===== src/rtl/fetch_sequencer.sv =====
`default_nettype none
// ============================================================================
// Module   : fetch_sequencer
// Purpose  : Instruction-cycle control FSM. Issues the instruction read,
//            latches the instruction register, waits for the execute stage,
//            then pulses the PC increment (or branch-load) for the next
//            instruction. This is the only block that advances the PC.
// Ports    : clk, reset        - clock / synchronous active-high reset
//            run_i             - permits leaving IDLE / continuing after ADVANCE
//            mem_ack_i         - instruction memory data valid
//            mem_rdata_i       - instruction word (valid with mem_ack_i)
//            exec_done_i       - execute stage finished current instruction
//            branch_taken_i    - sampled with exec_done_i (branch build only)
//            mem_rd_o          - read request, high throughout FETCH
//            ir_o              - instruction register
//            ir_valid_o        - one-cycle pulse in DECODE
//            pc_en_o           - one-cycle PC increment pulse
//            pc_load_o         - one-cycle PC branch-load pulse
//            halted_o, fault_o - sticky terminal-state indicators
//            state_o           - current state encoding (debug)
// Config   : FETCH_SEQ_BRANCH_EN - when defined, branch_taken_i is captured
//            in EXEC and ADVANCE pulses pc_load_o instead of pc_en_o.
// Revision : 1.0 - initial release
// ============================================================================
module fetch_sequencer #(
  parameter int         IW          = 16,
  parameter logic [3:0] HALT_OP     = 4'hF,
  parameter int         MEM_TIMEOUT = 8
) (
  input  logic          clk,
  input  logic          reset,
  input  logic          run_i,
  input  logic          mem_ack_i,
  input  logic [IW-1:0] mem_rdata_i,
  input  logic          exec_done_i,
  input  logic          branch_taken_i,
  output logic          mem_rd_o,
  output logic [IW-1:0] ir_o,
  output logic          ir_valid_o,
  output logic          pc_en_o,
  output logic          pc_load_o,
  output logic          halted_o,
  output logic          fault_o,
  output logic [2:0]    state_o
);

  // Wide enough to hold MEM_TIMEOUT-1 for any MEM_TIMEOUT >= 1.
  localparam int CW = $clog2(MEM_TIMEOUT + 1);
  localparam logic [CW-1:0] C_CNT_LAST = CW'(MEM_TIMEOUT - 1);

  typedef enum logic [2:0] {
    S_IDLE    = 3'd0,
    S_FETCH   = 3'd1,
    S_DECODE  = 3'd2,
    S_EXEC    = 3'd3,
    S_ADVANCE = 3'd4,
    S_HALT    = 3'd5,
    S_FAULT   = 3'd6
  } state_t;

  state_t        state_q, state_d;
  logic [IW-1:0] ir_q, ir_d;
  logic [CW-1:0] cnt_q, cnt_d;
  logic          flag_q, flag_d;
  logic          w_flag_next;

`ifdef FETCH_SEQ_BRANCH_EN
  assign w_flag_next = branch_taken_i;
`else
  // Port kept for a uniform interface; the flag stays 0 in this build.
  assign w_flag_next = branch_taken_i & 1'b0;
`endif

  always_ff @(posedge clk) begin
    if (reset) begin
      state_q <= S_IDLE;
      ir_q    <= '0;
      cnt_q   <= '0;
      flag_q  <= 1'b0;
    end else begin
      state_q <= state_d;
      ir_q    <= ir_d;
      cnt_q   <= cnt_d;
      flag_q  <= flag_d;
    end
  end

  always_comb begin
    state_d = state_q;
    ir_d    = ir_q;
    cnt_d   = cnt_q;
    flag_d  = flag_q;
    case (state_q)
      S_IDLE: begin
        if (run_i) state_d = S_FETCH;
      end
      S_FETCH: begin
        // An ack on the final allowed cycle takes priority over the timeout.
        if (mem_ack_i) begin
          ir_d    = mem_rdata_i;
          cnt_d   = '0;
          state_d = S_DECODE;
        end else if (cnt_q == C_CNT_LAST) begin
          state_d = S_FAULT;
        end else begin
          cnt_d = cnt_q + CW'(1);
        end
      end
      S_DECODE: begin
        if (ir_q[IW-1:IW-4] == HALT_OP) state_d = S_HALT;
        else                            state_d = S_EXEC;
      end
      S_EXEC: begin
        if (exec_done_i) begin
          flag_d  = w_flag_next;
          state_d = S_ADVANCE;
        end
      end
      S_ADVANCE: begin
        // run is only consulted here, so an in-flight instruction always completes.
        if (run_i) state_d = S_FETCH;
        else       state_d = S_IDLE;
      end
      S_HALT:  state_d = S_HALT;
      S_FAULT: state_d = S_FAULT;
      default: state_d = S_FAULT;  // encoding 7 is illegal
    endcase
  end

  // Moore outputs decoded from the registered state.
  assign mem_rd_o   = (state_q == S_FETCH);
  assign ir_valid_o = (state_q == S_DECODE);
  assign pc_en_o    = (state_q == S_ADVANCE) & ~flag_q;
  assign pc_load_o  = (state_q == S_ADVANCE) &  flag_q;
  assign halted_o   = (state_q == S_HALT);
  assign fault_o    = (state_q == S_FAULT);
  assign state_o    = state_q;
  assign ir_o       = ir_q;

endmodule
`default_nettype wire


===== config.mk =====
export PLATFORM = sky130hd
export DESIGN_NAME = fetch_sequencer
export DESIGN_NICKNAME = d
export VERILOG_FILES = /design/src/rtl/fetch_sequencer.sv
export SDC_FILE = /design/constraint.sdc
export NUM_CORES = 1
export LEC_CHECK = 0
export CORE_MARGIN = 2
export CORE_UTILIZATION = 40
export DETAILED_ROUTE_END_ITERATION = 10
export PLACE_DENSITY = 0.78
export SKIP_LAST_GASP = 1
export SLEW_MARGIN = 20
export SYNTH_ARGS = -nofsm -noshare
export SYNTH_HDL_FRONTEND = slang
export SYNTH_SLANG_ARGS = --single-unit

===== constraint.sdc =====
create_clock -name clk -period 1.9 [get_ports clk]
set_clock_uncertainty 0.05 [all_clocks]
set_input_delay 0.38 -clock clk [delete_from_list [all_inputs] [get_ports clk]]
set_output_delay 0.38 -clock clk [all_outputs]
set_load 0.02 [all_outputs]

Yosys cells after proc, flatten, opt, wreduce, memory -nomap -nowiden

Index checks and enable logic that the tools add are counted.

Bits in registers: 23
Output and inout bits: 25
Logic and storage cells: 29
Bits of input ports: 22

$add $sub $neg: 1
Equality and inequality tests: 12
Reduce and logical (&&, ||, !) cells: 4
Mux-type cells: 9

Operators with widths:

| cell                  | count |
|---|---|
| $pmux W3 S6           | 1 |
| $mux W3               | 5 |
| $eq A3 B3 Y1 const B  | 3 |
| $mux W4               | 2 |
| $eq A3 B2 Y1 const B  | 2 |
| $ne A2 B2 Y1 const B  | 3 |
| $add A4 B1 Y4 const B | 1 |
| $eq A4 B3 Y1 const B  | 1 |
| $eq A4 B4 Y1 const B  | 1 |
| $reduce_and A2 Y1     | 2 |
| $eq A3 B1 Y1 const B  | 1 |
| $logic_not A3 Y1      | 1 |
| $ne A3 B2 Y1 const B  | 1 |
| $reduce_and A3 Y1     | 1 |
| $mux W1               | 1 |

Logic depth before layout (Yosys ltp)

Depth after elaboration: 4
Depth in mapped cells: 8
Depth with buffers taken out: 6

Worst setup path after synthesis

No wires, ideal clock.

Path type: register -> output
Start point: reg state_q[1] (netlist: state_o[1])
End point: out ir_valid_o
Buffers on the path: 1
Cell stages (with the launch flop): 3
Data arrival time: 1.329 ns
Required time: 1.470 ns
Setup slack: 0.141 ns
Cell sequence: dfxtp_1 -> clkbuf_1 -> nor3b_1

Word-level cells in the longest chain between the ends: 1

RTL lines:

| element                  | line | source |
|---|---|---|
| start: declaration       | 61   | `state_t state_q, state_d;` |
| start signal: assignment | 81   | `state_q <= state_d;` |
| $eq A3 B2 Y1             | 132  | `assign ir_valid_o = (state_q == S_DECODE);` |
| end: declaration         | 39   | `output logic ir_valid_o,` |

No other way between the ends.

Worst setup path after layout

Start point: reg state_q[2] (netlist: state_o[2])
End point: out state_o[2]

RTL lines:

| element          | line | source |
|---|---|---|
| end: declaration | 44   | `output logic [2:0] state_o` |

No word-level cell between the ends.

==> results.cfg <==
[timing]
period_share = 0.9570
grt_setup_unrepaired = false
drv_slew = 0
finalSetupViolCount = 0
period_needed_ns = 1.818
finalHoldViolations = 0
fmax_ghz = 0.5500
tns_ns = 0

[worst_setup_path]
crit_arrival_ns = 1.39
crit_path_end_kind = output port
startpoint_type = flip-flop
crit_fanout = 9
crit_type = flip-flop to output port
crit_buf_inv = 1
critPathMaxStageDelay_ns = 0.64
slowest_stage = clkdlybuf4s50_1
path_cells = clkdlybuf4s50_1
crit_family = buffers and inverters
required_ns = 1.47

[detailed_routing]
drt_iter0_drc = 10
vias = 1048
wirelength_um = 2558
wire_per_inst_um = 12.42
avgViaCountPerCell = 5.087
drc = 0
ant_nets = 0
drt_pass1_iterations = 4

[synthesis]
synth-xor-area-share = 0
ys_types = 30
synth_top_family_by_area = simple AND/OR/NAND/NOR gates
yosysWarnings = 0
async_flop_share = 0
synth_top_area_frac = 0.4560
synth_area_leaders = dfxtp_1, nand2_1, a21oi_1
synth_edf_count = 0
yosysMostFrequentCell = nand2_1
ys_ff_latch = 23
synth-simple-area-share = 0.2924
synth-compound-area-share = 0.1747
syn_nets = 152
synthMuxAreaShare = 0.01115
syn_avg_cell_area_um2 = 7.827
yosysTopAreaCell = dfxtp_1
ys_seq_area_frac = 0.4560
netlist_area_um2 = 1010
synth_top_flop_cell = dfxtp_1
synth-adder-area-share = 0.01239
synth_common_cells = nand2_1, a21oi_1, dfxtp_1, clkbuf_1, nand3_1
syn_inst = 129

[cts]
holdBufCountCts = 0
cts.sinks = 23
cts_root_buf = clkbuf_4
clockBufferDepth = 2
cts_max_level = 1
numCtsBuffers = 3
clk_latency_ns = 0.31
clkSlewWorstSetupHoldPaths_ns = 0.13
cts_tree = yes

[floorplan]
die_width_um = 54.24
start_util = 0.4151
rows = 18
die_area_um2 = 2942
die_h_um = 54.24
io-pin-count = 47
coreArea_um2 = 2432

[global_route]
track_usage = 0.1899
grt_pass1_wl_um = 3960
antenna_found_initial = 0
grt_max_degree = 18
grt-ovfl-total = 0
grt_pass1_vias = 948

[placed_design]
gp_congestion = 0.7003
dp.cells = 202
post-dp-hpwl_um = 1860
io_buffers = 44

[final_layout]
syn2layout_area_growth_pct = 50.81
stdcell_count = 206
utilization = 0.6260
antennaDiodeCount = 0
drive_gt1_frac = 0.09091
fin_nets = 200

[power_and_ir_drop]
peakVddDrop_uv = 491.1
power_density_nw_per_um2 = 645.7
p_leak_uw = 0.0005768

[outcome]
status = finished clean

[hold_path]
hp-class = flip-flop to flip-flop

[run]
drv_cap = 0
==> path summary, 6_finish.rpt <==
path                                              start               endpoint  slack, ns  cells past startpoint
worst max-delay path            state_o[2]$_SDFFE_PP0P_             state_o[2]       0.08                      1
worst min-delay path               ir_o[6]$_SDFFE_PP0P_   ir_o[6]$_SDFFE_PP0P_       0.41                      2
worst max register to register    cnt_q[0]$_SDFFE_PP0P_  cnt_q[3]$_SDFFE_PP0P_       0.36                      5
worst min register to register     ir_o[6]$_SDFFE_PP0P_   ir_o[6]$_SDFFE_PP0P_       0.41                      2
==> sequential cells by signal, summed over array words and instances, names as in the netlist <==
register	flops
state_o	3
ir_o	16
cnt_q	4
==> cells in the final DEF, fill, tap and decap left out, drive strengths merged, types with 2 or more instances in the layout <==
cell type	synthesis	routed
nand2	40	40
buf	4	7
or3	3	3
dlygate4sd2	0	5
clkbuf	4	4
nand3	4	4
a31oi	2	2
a21oi	23	23
clkdlybuf4s50	0	37
o31ai	3	3
dfxtp	23	23
nor3b	2	2
and3b	2	2
nor2b	2	2
inv	2	2
nor2	2	2
==> power by group <==
group	internal [uW]	switching, uW	leakage [uW]
clock	81.8	142	0.0000150
sequential	506	16.7	0.000188
combinational	119	118	0.000374
total	707	277	0.000577
==> logic make-up after synthesis <==
logic type | count (synthesis)
AO/OA/AOI/OAI | 32
adder cells (fa/ha/maj) | 1
buffers and inverters | 10
flip-flops | 23
multiplexers | 1
other | 1
AND/OR/NAND/NOR | 61
==> worst register-to-register path, stage by stage (launching register included) <==
cell and delay (ns):
dfxtp_1 0.36, ha_1 0.23, nand2_1 0.11, o21bai_1 0.09, or4_1 0.48, a31oi_1 0.17
==> per-layer routing <==
layer | global-route usage | wire [um]
met5 | 0 | 0
met3 | 0.05464 | 228
met4 | 0.07500 | 28
met1 | 0.2167 | 1054
met2 | 0.3313 | 1247
==> layout make-up <==
type,instances,area [um^2]
flip-flops and latches,23,462.9
fillers,240,909.6
well taps,30,37.54
inverters,2,7.507
multi-input cells,96,499.2
clock buffers,4,26.28
repair buffers,51,489.2
==> metrics by stage <==
step                hold WS [ns]  power, uW  setup WS [ns]  area [um^2]
global placement          0.3920      767.3         0.1268         1498
global route              0.4365       1036       0.008092         1523
finish                    0.4109      983.2        0.08177         1523
floorplan                 0.3991      652.6         0.1414         1010
CTS                       0.4134      997.3       0.005220         1519
detailed placement        0.3959      774.9        0.09010         1498
==> repair_timing <==
action                     4_1_cts  5_1_grt
cloned                           0        0
gates resized for setup          8        2
setup endpoints to repair        7        2
buffers inserted                 0        0
No activity file was read; power rests on OpenSTA's default activity.
